$ cat config.mk
export PLATFORM = sky130hd
export DESIGN_NAME = fifo_sync_param_flat
export DESIGN_NICKNAME = d
export VERILOG_FILES = /design/src/rtl/fifo_pkg.sv /design/src/rtl/fifo_sync_param_if.sv /design/src/rtl/fifo_ram.sv /design/src/rtl/fifo_sync_param.sv /design/src/flat_wrapper.sv
export SDC_FILE = /design/constraint.sdc
export NUM_CORES = 1
export LEC_CHECK = 0
export ABC_AREA = 1
export ABC_CLOCK_PERIOD_IN_PS = 2300
export CAP_MARGIN = 10
export CORE_MARGIN = 4
export CORE_UTILIZATION = 45
export CTS_CLUSTER_DIAMETER = 50
export DETAILED_ROUTE_END_ITERATION = 10
export HOLD_SLACK_MARGIN = 0.06
export SYNTH_ARGS = -nofsm -noshare
export SYNTH_HDL_FRONTEND = slang
export SYNTH_SLANG_ARGS = --single-unit
export TNS_END_PERCENT = 30
$ cat constraint.sdc
create_clock -name clk -period 2.3 [get_ports clk]
set_input_delay 0.345 -clock clk [delete_from_list [all_inputs] [get_ports clk]]
set_output_delay 0.345 -clock clk [all_outputs]
set_load 0.02 [all_outputs]
$ cat src/rtl/fifo_pkg.sv
// fifo_pkg: shared defaults, width helpers and parameter sanity check for the sync FIFO
package fifo_pkg;
  localparam int DEF_DATA_W = 12;
  localparam int DEF_DEPTH = 8;
  localparam int DEF_AF = 6;
  localparam int DEF_AE = 2;
  localparam int DEF_ADDR_W = $clog2(DEF_DEPTH);
  localparam int DEF_CNT_W = DEF_ADDR_W + 1;
  function automatic bit params_ok(int depth, int af, int ae);
    return depth >= 2 && (depth & (depth - 1)) == 0 && af >= 1 && af <= depth && ae >= 0 && ae < depth;
  endfunction
endpackage

$ cat src/rtl/fifo_sync_param_if.sv
// fifo_sync_param_if: producer/consumer handshake and status bundle for the sync FIFO
interface fifo_sync_param_if
  import fifo_pkg::*;
#(
  parameter int DATA_W = DEF_DATA_W,
  parameter int DEPTH = DEF_DEPTH
);
  localparam int CNT_W = $clog2(DEPTH) + 1;
  logic [DATA_W-1:0] data_in;
  logic push;
  logic pop;
  logic [DATA_W-1:0] data_out;
  logic valid_out;
  logic full;
  logic empty;
  logic almost_full;
  logic almost_empty;
  logic [CNT_W-1:0] fill_count;
  logic overflow;
  logic underflow;
  modport master (
    output data_in, push, pop,
    input data_out, valid_out, full, empty, almost_full, almost_empty, fill_count, overflow, underflow
  );
  modport slave (
    input data_in, push, pop,
    output data_out, valid_out, full, empty, almost_full, almost_empty, fill_count, overflow, underflow
  );
endinterface

$ cat src/rtl/fifo_ram.sv
// fifo_ram: DEPTH x DATA_W storage, one write port, registered read-before-write read port
module fifo_ram
  import fifo_pkg::*;
#(
  parameter int DATA_W = DEF_DATA_W,
  parameter int DEPTH = DEF_DEPTH,
  localparam int ADDR_W = $clog2(DEPTH)
) (
  input  logic              clk,
  input  logic              reset,
  input  logic              we,
  input  logic [ADDR_W-1:0] waddr,
  input  logic [DATA_W-1:0] wdata,
  input  logic              re,
  input  logic [ADDR_W-1:0] raddr,
  output logic [DATA_W-1:0] rdata
);
  logic [DATA_W-1:0] mem [DEPTH];
  // read samples the pre-edge contents, so a same-address write is not seen
  always_ff @(posedge clk) begin
    if (!reset) begin
      for (int i = 0; i < DEPTH; i++) mem[i] <= '0;
      rdata <= '0;
    end else begin
      if (we) mem[waddr] <= wdata;
      rdata <= re ? mem[raddr] : '0;
    end
  end
endmodule

$ cat src/rtl/fifo_sync_param.sv
// fifo_sync_param: parametrised single-clock FIFO with pointers, occupancy, flags and error pulses
module fifo_sync_param
  import fifo_pkg::*;
#(
  parameter int DATA_W = DEF_DATA_W,
  parameter int DEPTH = DEF_DEPTH,
  parameter int AF_THRESH = DEF_AF,
  parameter int AE_THRESH = DEF_AE
) (
  input logic clk,
  input logic reset,
  fifo_sync_param_if.slave bus
);
  localparam int ADDR_W = $clog2(DEPTH);
  localparam int CNT_W = ADDR_W + 1;
  if (!params_ok(DEPTH, AF_THRESH, AE_THRESH)) begin : g_param_err
    $error("fifo_sync_param: DEPTH must be a power of two >= 2 with thresholds in range");
  end
  logic [ADDR_W-1:0] wr_ptr;
  logic [ADDR_W-1:0] rd_ptr;
  logic [CNT_W-1:0] count;
  logic push_ok;
  logic pop_ok;
  assign bus.full = count == CNT_W'(DEPTH);
  assign bus.empty = count == '0;
  assign bus.almost_full = count >= CNT_W'(AF_THRESH);
  assign bus.almost_empty = count <= CNT_W'(AE_THRESH);
  assign bus.fill_count = count;
  // a pop frees a slot in the same cycle, so a full FIFO still takes a push alongside it
  assign push_ok = bus.push & (~bus.full | bus.pop);
  assign pop_ok = bus.pop & ~bus.empty;
  always_ff @(posedge clk) begin
    if (!reset) begin
      wr_ptr <= '0;
      rd_ptr <= '0;
      count <= '0;
      bus.valid_out <= 1'b0;
      bus.overflow <= 1'b0;
      bus.underflow <= 1'b0;
    end else begin
      if (push_ok) wr_ptr <= wr_ptr + ADDR_W'(1);
      if (pop_ok) rd_ptr <= rd_ptr + ADDR_W'(1);
      count <= count + CNT_W'(push_ok) - CNT_W'(pop_ok);
      bus.valid_out <= pop_ok;
      bus.overflow <= bus.push & bus.full & ~bus.pop;
      bus.underflow <= bus.pop & bus.empty;
    end
  end
  fifo_ram #(.DATA_W(DATA_W), .DEPTH(DEPTH)) u_ram (
    .clk(clk),
    .reset(reset),
    .we(push_ok),
    .waddr(wr_ptr),
    .wdata(bus.data_in),
    .re(pop_ok),
    .raddr(rd_ptr),
    .rdata(bus.data_out)
  );
endmodule

$ cat src/flat_wrapper.sv
// flat-port wrapper written by rule: the top's interface ports become plain ports
module fifo_sync_param_flat import fifo_pkg::*;
#(
  parameter int DATA_W = DEF_DATA_W,
  parameter int DEPTH = DEF_DEPTH,
  parameter int AF_THRESH = DEF_AF,
  parameter int AE_THRESH = DEF_AE
)
  (clk, reset, bus_data_in, bus_push, bus_pop, bus_data_out, bus_valid_out, bus_full, bus_empty, bus_almost_full, bus_almost_empty, bus_fill_count, bus_overflow, bus_underflow);
  fifo_sync_param_if #(.DATA_W(DATA_W), .DEPTH(DEPTH)) bus_i ();
  input logic clk;
  input logic reset;
  input wire logic [$bits(bus_i.data_in)-1:0] bus_data_in;
  input wire logic [$bits(bus_i.push)-1:0] bus_push;
  input wire logic [$bits(bus_i.pop)-1:0] bus_pop;
  output wire logic [$bits(bus_i.data_out)-1:0] bus_data_out;
  output wire logic [$bits(bus_i.valid_out)-1:0] bus_valid_out;
  output wire logic [$bits(bus_i.full)-1:0] bus_full;
  output wire logic [$bits(bus_i.empty)-1:0] bus_empty;
  output wire logic [$bits(bus_i.almost_full)-1:0] bus_almost_full;
  output wire logic [$bits(bus_i.almost_empty)-1:0] bus_almost_empty;
  output wire logic [$bits(bus_i.fill_count)-1:0] bus_fill_count;
  output wire logic [$bits(bus_i.overflow)-1:0] bus_overflow;
  output wire logic [$bits(bus_i.underflow)-1:0] bus_underflow;
  assign bus_i.data_in = bus_data_in;
  assign bus_i.push = bus_push;
  assign bus_i.pop = bus_pop;
  assign bus_data_out = bus_i.data_out;
  assign bus_valid_out = bus_i.valid_out;
  assign bus_full = bus_i.full;
  assign bus_empty = bus_i.empty;
  assign bus_almost_full = bus_i.almost_full;
  assign bus_almost_empty = bus_i.almost_empty;
  assign bus_fill_count = bus_i.fill_count;
  assign bus_overflow = bus_i.overflow;
  assign bus_underflow = bus_i.underflow;
  fifo_sync_param #(.DATA_W(DATA_W), .DEPTH(DEPTH), .AF_THRESH(AF_THRESH), .AE_THRESH(AE_THRESH)) u_core (.clk(clk), .reset(reset), .bus(bus_i));
endmodule
# [Yosys cells after proc, flatten, opt, wreduce, memory -nomap -nowiden]
# Memories as Yosys holds them, arrays and structs flattened. A register that Yosys moved wholly into a read port is not among the register bits.
# Index checks and enable logic that the tools add are counted.
[classes] add_sub_neg=4 n_lt_le_gt_ge=2 n_eq_ne=1 muxes=7 bitwise_logic=9 reduce_logical=4
[ops] op="12-bit two-way mux" n=1
[ops] op="12-bit OR reduction" n=1
[ops] op="3-bit by 1-bit adder with 3-bit output, second input constant" n=2
[ops] op="1-bit bitwise AND" n=5
[ops] op="1-bit two-way mux" n=5
[ops] op="4-bit by 1-bit adder with 4-bit output" n=1
[ops] op="4-bit equality test, second input constant" n=1
[ops] op="4-bit by 3-bit greater-or-equal comparator with 1-bit output, second input constant" n=1
[ops] op="4-bit by 2-bit less-or-equal comparator with 1-bit output, second input constant" n=1
[ops] op="4-bit zero test" n=1
[ops] op="4-bit by 1-bit subtractor with 4-bit output" n=1
[ops] op="3-bit two-way mux" n=1
[ops] op="1-bit inverter" n=3
[ops] op="2-bit AND reduction" n=1
[ops] op="1-bit zero test" n=1
[ops] op="1-bit bitwise OR" n=1
[totals] register_bits=13 ramBits=96 input_bits=16 wordCells=34 n_memories=1
[memory_table] memory="u_core.u_ram.mem" depth=8 width=12 read_ports=1 rd_clocked_by_memory_dff=1 wr=8 line_no="fifo_ram.sv:18" source="logic [DATA_W-1:0] mem [DEPTH];"

# [Depth between registers and ports, before layout]
[depth] depth_word=9 ltp_mapped=12 mapped_depth_nobuf=12

# [Modules after synthesis]
# Synthesis repeated with hierarchy kept, for this count alone.
[hier_totals] hier_cells=667 hier_area_um2=5746.8
[by_module_without_submodules] mod="fifo_ram" n_inst=1 cells_per_inst=574 area_each_um2=4991.0 seq_area_each_um2=3123.0
[by_module_without_submodules] mod="fifo_sync_param" n_inst=1 cells_per_inst=93 area_each_um2=755.7 seq_area_each_um2=260.2

# [Least setup slack after synthesis]
# OpenSTA, ideal clock, no wires.
[synth_path] path_type="register to register" from="register u_core.count[2], in the netlist u_core.bus.fill_count[2]" to="register u_core.count[2], in the netlist u_core.bus.fill_count[2]" arrival_ns=2.086 slack_ns=0.096 path_stages_with_launch=12 path_buffers=0 cell_sequence="dfxtp_1 > inv_1 > ha_1 > nand3_2 > nand2_2 > inv_1 > ha_1 > inv_1 > ha_1 > fa_1 > xnor2_1 > nor2_1"
[synth_between] word_cells_on_any_way=9
[synth_rtl] item="start: declaration" line_no="fifo_sync_param.sv:21" source="logic [CNT_W-1:0] count;"
[synth_rtl] item="start signal: assignment" line_no="fifo_sync_param.sv:43" source="count <= count + CNT_W'(push_ok) - CNT_W'(pop_ok);"
[synth_rtl] item="4-bit zero test" line_no="fifo_sync_param.sv:25" source="assign bus.empty = count == '0;"
[synth_rtl] item="1-bit inverter" line_no="fifo_sync_param.sv:31" source="assign pop_ok = bus.pop & ~bus.empty;"
[synth_rtl] item="1-bit bitwise AND" line_no="fifo_sync_param.sv:31"
[synth_rtl] item="named net u_core.pop_ok" line_no="fifo_sync_param.sv:23" source="logic pop_ok;"
[synth_rtl] item="4-bit by 1-bit subtractor with 4-bit output" line_no="fifo_sync_param.sv:43"
# The timed path passes the listed nets, and every way through them passes these cells.
# A chain may end at the register's enable or synchronous reset.

# [Worst setup path in the final report]
[layout_path] from="register u_core.count[2], in the netlist u_core.bus.fill_count[2]" to="output bus_empty"
[layout_between] elab_chain_len=1
[layout_lines] item="4-bit zero test" line_no="fifo_sync_param.sv:25"
[layout_lines] item="end: declaration" line_no="flat_wrapper.sv:19" source="output wire logic [$bits(bus_i.empty)-1:0] bus_empty;"
# No other way between the ends.

==> out/results.txt <==
outcome - finished clean
pre-CTS WS - 0.0894 ns
placer's final routability congestion estimate - 0.827
element type at the critical path end - primary output
instance count after placement with tap cells included - 870
area occupied by multi-input gates - 0.00175 mm2
number of buffers created by CTS - 17
detailed-route via count - 4281
maximum cell stage delay along the critical path - 0.59 ns
endpoint required time on the critical path - 1.96 ns
count of max-cap constraint violations - 0
Switch Pwr - 0.00214 W
post-route antenna net violation count - 0
Final Max Tran Viols - 0
fraction of power spent switching nets - 28.7%
pin count of the biggest net entering global routing - 49
Hold Path Origin - u_core.wr_ptr[1]
Period minus WS final - 2.15 ns
number of standard cells in the final layout excluding fillers - 902
GRT met3 Usage - 3.82%
type of the most critical hold path - flop to flop
total wire length after detailed routing - 12.7 mm
cell at the slowest stage of the critical path - clkdlybuf4s50_1
proportion of power drawn by combinational gates - 24.4%
antenna violations before repair - 0
RSZ-0062 raised after global routing - false
Sequential Area - 0.00338 mm2
worst-case clock skew - 0.00554 ns
smallest setup slack after layout - 0.148 ns
sink of the worst hold path - u_core.wr_ptr[1]
Warnings, synthesis - 0
cell area after synthesis - 0.00578 mm2
placeable core area - 0.0126 mm2
part of the power in registers - 35.6%
H-tree depth - 4
clock tree sinks - 121
cells traversed along the worst timing path - inv_2 -> ha_4 -> nand3_2 -> inv_1 -> clkdlybuf4s50_1
met2 GRT Util - 29.8%
Initial Utilization - 45.8%
Bufs and invs on worst path - 3
count of filler cells inserted in the layout - 1156
share of layout cells above drive strength 1 - 8.63%
total number of nets in the final design - 745
count of cells along the worst register-to-register path - 11
Chip Height - 121 um
Pleak - 3.23 nW
average vias per placed instance - 4.75
fraction of power consumed by the clock network - 40.0%
internal power summed over all cells - 0.00531 W
category of cells accounting for the largest share of critical-path delay - buffers and inverters
Worst Path Arrival - 1.81 ns
average wire per cell in the routed design - 14.1 um
post-route fraction of the period consumed by the critical path - 93.6%
Util after Layout - 56.2%
clock-pin slew of the registers on the worst-case setup and hold paths - 0.05 ns
register area share after synthesis - 58.5%
largest vdd supply drop - 0.000436 V
area of the die - 0.0147 mm2
setup violators final - 0
WHS - 0.566 ns
maximum clock frequency - 465 MHz
origin of the critical flop-to-flop path - u_core.bus.fill_count[2]
CTS tree - done
count of unresolved DRC violations after routing - 0
num ports - 39
detailed-placement wirelength estimate - 8.66 mm
die width - 121 um
fraction of met1 tracks used by global routing - 24.3%
number of antenna diodes - 0
r2r endpoint - u_core.bus.fill_count[2]
Area Growth Syn to Fin - 22.6%
endpoints failing hold - 0
type of the worst setup path - flop to primary output
TritonRoute pass-1 iters - 4
mean post-synth cell area - 8.69 um2
global route overflow - 0
wire length of the first global-routing pass - 21.1 mm
power density over the cells - 1050 mW/mm2
global-route total usage across every layer - 18.8%
Synth cell types - 27
layer carrying the most global-route usage - met2
root buffer cell - clkbuf_16
Critical Path Source Type - flop
synthesized net count - 693
Clk Latency, worst-skew pair - 0.41 ns
total number of placement rows - 41
top fanout value on the critical path - 4
worst reg-to-reg setup slack - 0.19 ns
slew of the pin with the lowest slew margin - 0.836 ns
final total negative setup slack - 0 ns
number of instances in the synthesized netlist - 665
Worst Hold Depth - 2
initial detailed-routing violation count - 332
number of buffers added for setup after CTS - 0
vias in the first global route - 4279
clk buf depth - 2
count of buffers from port buffering - 38
Max-slew headroom - 44.2%
FF+latch count, synth - 121
tightest hold or removal path, delay by kind of cell (launching register included):
kind | cells | cell delay, ns
compound gates | 1 | 0.12
flops | 1 | 0.35
simple gates | 1 | 0.05
layer usage:
metal	vias to the layer above	wire length (um)
met1	1986	5640
met2	109	6160
met5	-	0
met3	25	656
met4	0	296
li1	2161	-
synthesized netlist by cell type:
library cell  count  area (um2)
o21ai_0           2        10.0
clkbuf_1         11        41.3
clkbuf_2          1        5.00
nor3b_1           1        7.51
a21oi_1           7        35.0
a31oi_1           1        6.26
buf_2            14        70.1
clkbuf_8          2        27.5
ha_1             11         138
nand2_1         144         541
nand4_1           6        37.5
nor3_1            1        5.00
buf_1             1        3.75
nand4_4           3        63.8
inv_2             1        3.75
nand3_1          67         335
nor2_4            1        11.3
nor2_1          133         499
nand2_2           1        6.26
fa_1              1        20.0
dfxtp_1          25         500
buf_4             1        7.51
inv_1           131         492
nand3_2           1        10.0
edfxtp_1         96        2880
xnor2_1           1        8.76
buf_6             1        11.3
state kept, by name, indices dropped and copies added (netlist names):
register / cells
u_core.u_ram.rdata: 12
u_core.wr_ptr: 3
u_core.bus.fill_count: 4
u_core.u_ram.mem: 96
u_core.rd_ptr: 3
u_core.bus.underflow: 1
u_core.bus.overflow: 1
u_core.bus.valid_out: 1
area by class of cell:
cell class | count | share of cell area, %
clock buffers | 23 | 6.60
inverters | 132 | 6.99
multi-input cells | 381 | 24.6
flip-flops and latches | 121 | 47.7
repair buffers | 64 | 8.26
clock inverters | 9 | 2.72
well taps | 172 | 3.04
cells by family after synthesis:
| logic type | count (synthesis) | share of synthesized area, % |
|---|---|---|
| buffers and inverters | 163 | 11.5 |
| AO/OA/AOI/OAI | 10 | 0.888 |
| XOR/XNOR | 1 | 0.152 |
| adder cells (fa/ha/maj) | 12 | 2.73 |
| flip-flops | 121 | 58.5 |
| AND/OR/NAND/NOR | 358 | 26.2 |
power groups by stage:
stage                     Sequential (W)  Clock [W]  Combinational (W)
after detailed placement         0.00269          0            0.00182
after global routing             0.00267    0.00311            0.00207
after global placement           0.00269          0            0.00180
after CTS                        0.00265    0.00302            0.00182
after floorplan                  0.00276          0            0.00115
final                            0.00265    0.00298            0.00182
repair_timing:
action | in CTS | in global routing
hold buffers | 0 | 0
gates resized for setup | 2 | 5
endpoints found under the setup margin | 2 | 4
pin swaps | 0 | 1
per-stage QoR:
stage                     instance area, um2  power [W]
after global placement                  6420    0.00449
after CTS                               7070    0.00749
after detailed placement                6420    0.00451
after floorplan                         5780    0.00391
final                                   7090    0.00745
after global routing                    7090    0.00786
cell usage in the layout, fill, tap and decap left out, types with 2 or more instances in the layout:
cell             instances
nand3_1                 67
nand4_1                  6
ha_1                    10
edfxtp_1                96
dlygate4sd2_1            2
clkbuf_1                 4
o21ai_0                  2
clkdlybuf4s50_1         36
buf_4                   25
inv_2                    3
dfxtp_1                 24
clkinv_1                 2
bufinv_16                6
nor2_1                 133
clkbuf_16               17
nand4_4                  3
clkbuf_8                 2
a21oi_1                  7
inv_1                  129
nand2_1                144
how the worst max path moves through the flow:
stage	startpoint	to	slack, ns	depth (start not counted)
finish	u_core.bus.fill_count[2]	bus_empty	0.15	5
global route	u_core.bus.fill_count[2]	u_core.bus.fill_count[2]	0.04	11
CTS	u_core.bus.fill_count[2]	bus_empty	0.02	5
detailed placement	bus_pop	u_core.bus.fill_count[2]	0.09	9
global placement	bus_pop	u_core.bus.fill_count[2]	0.11	9
floorplan	u_core.bus.fill_count[2]	u_core.bus.fill_count[2]	0.1	11
No activity file was read; power rests on OpenSTA's default activity.
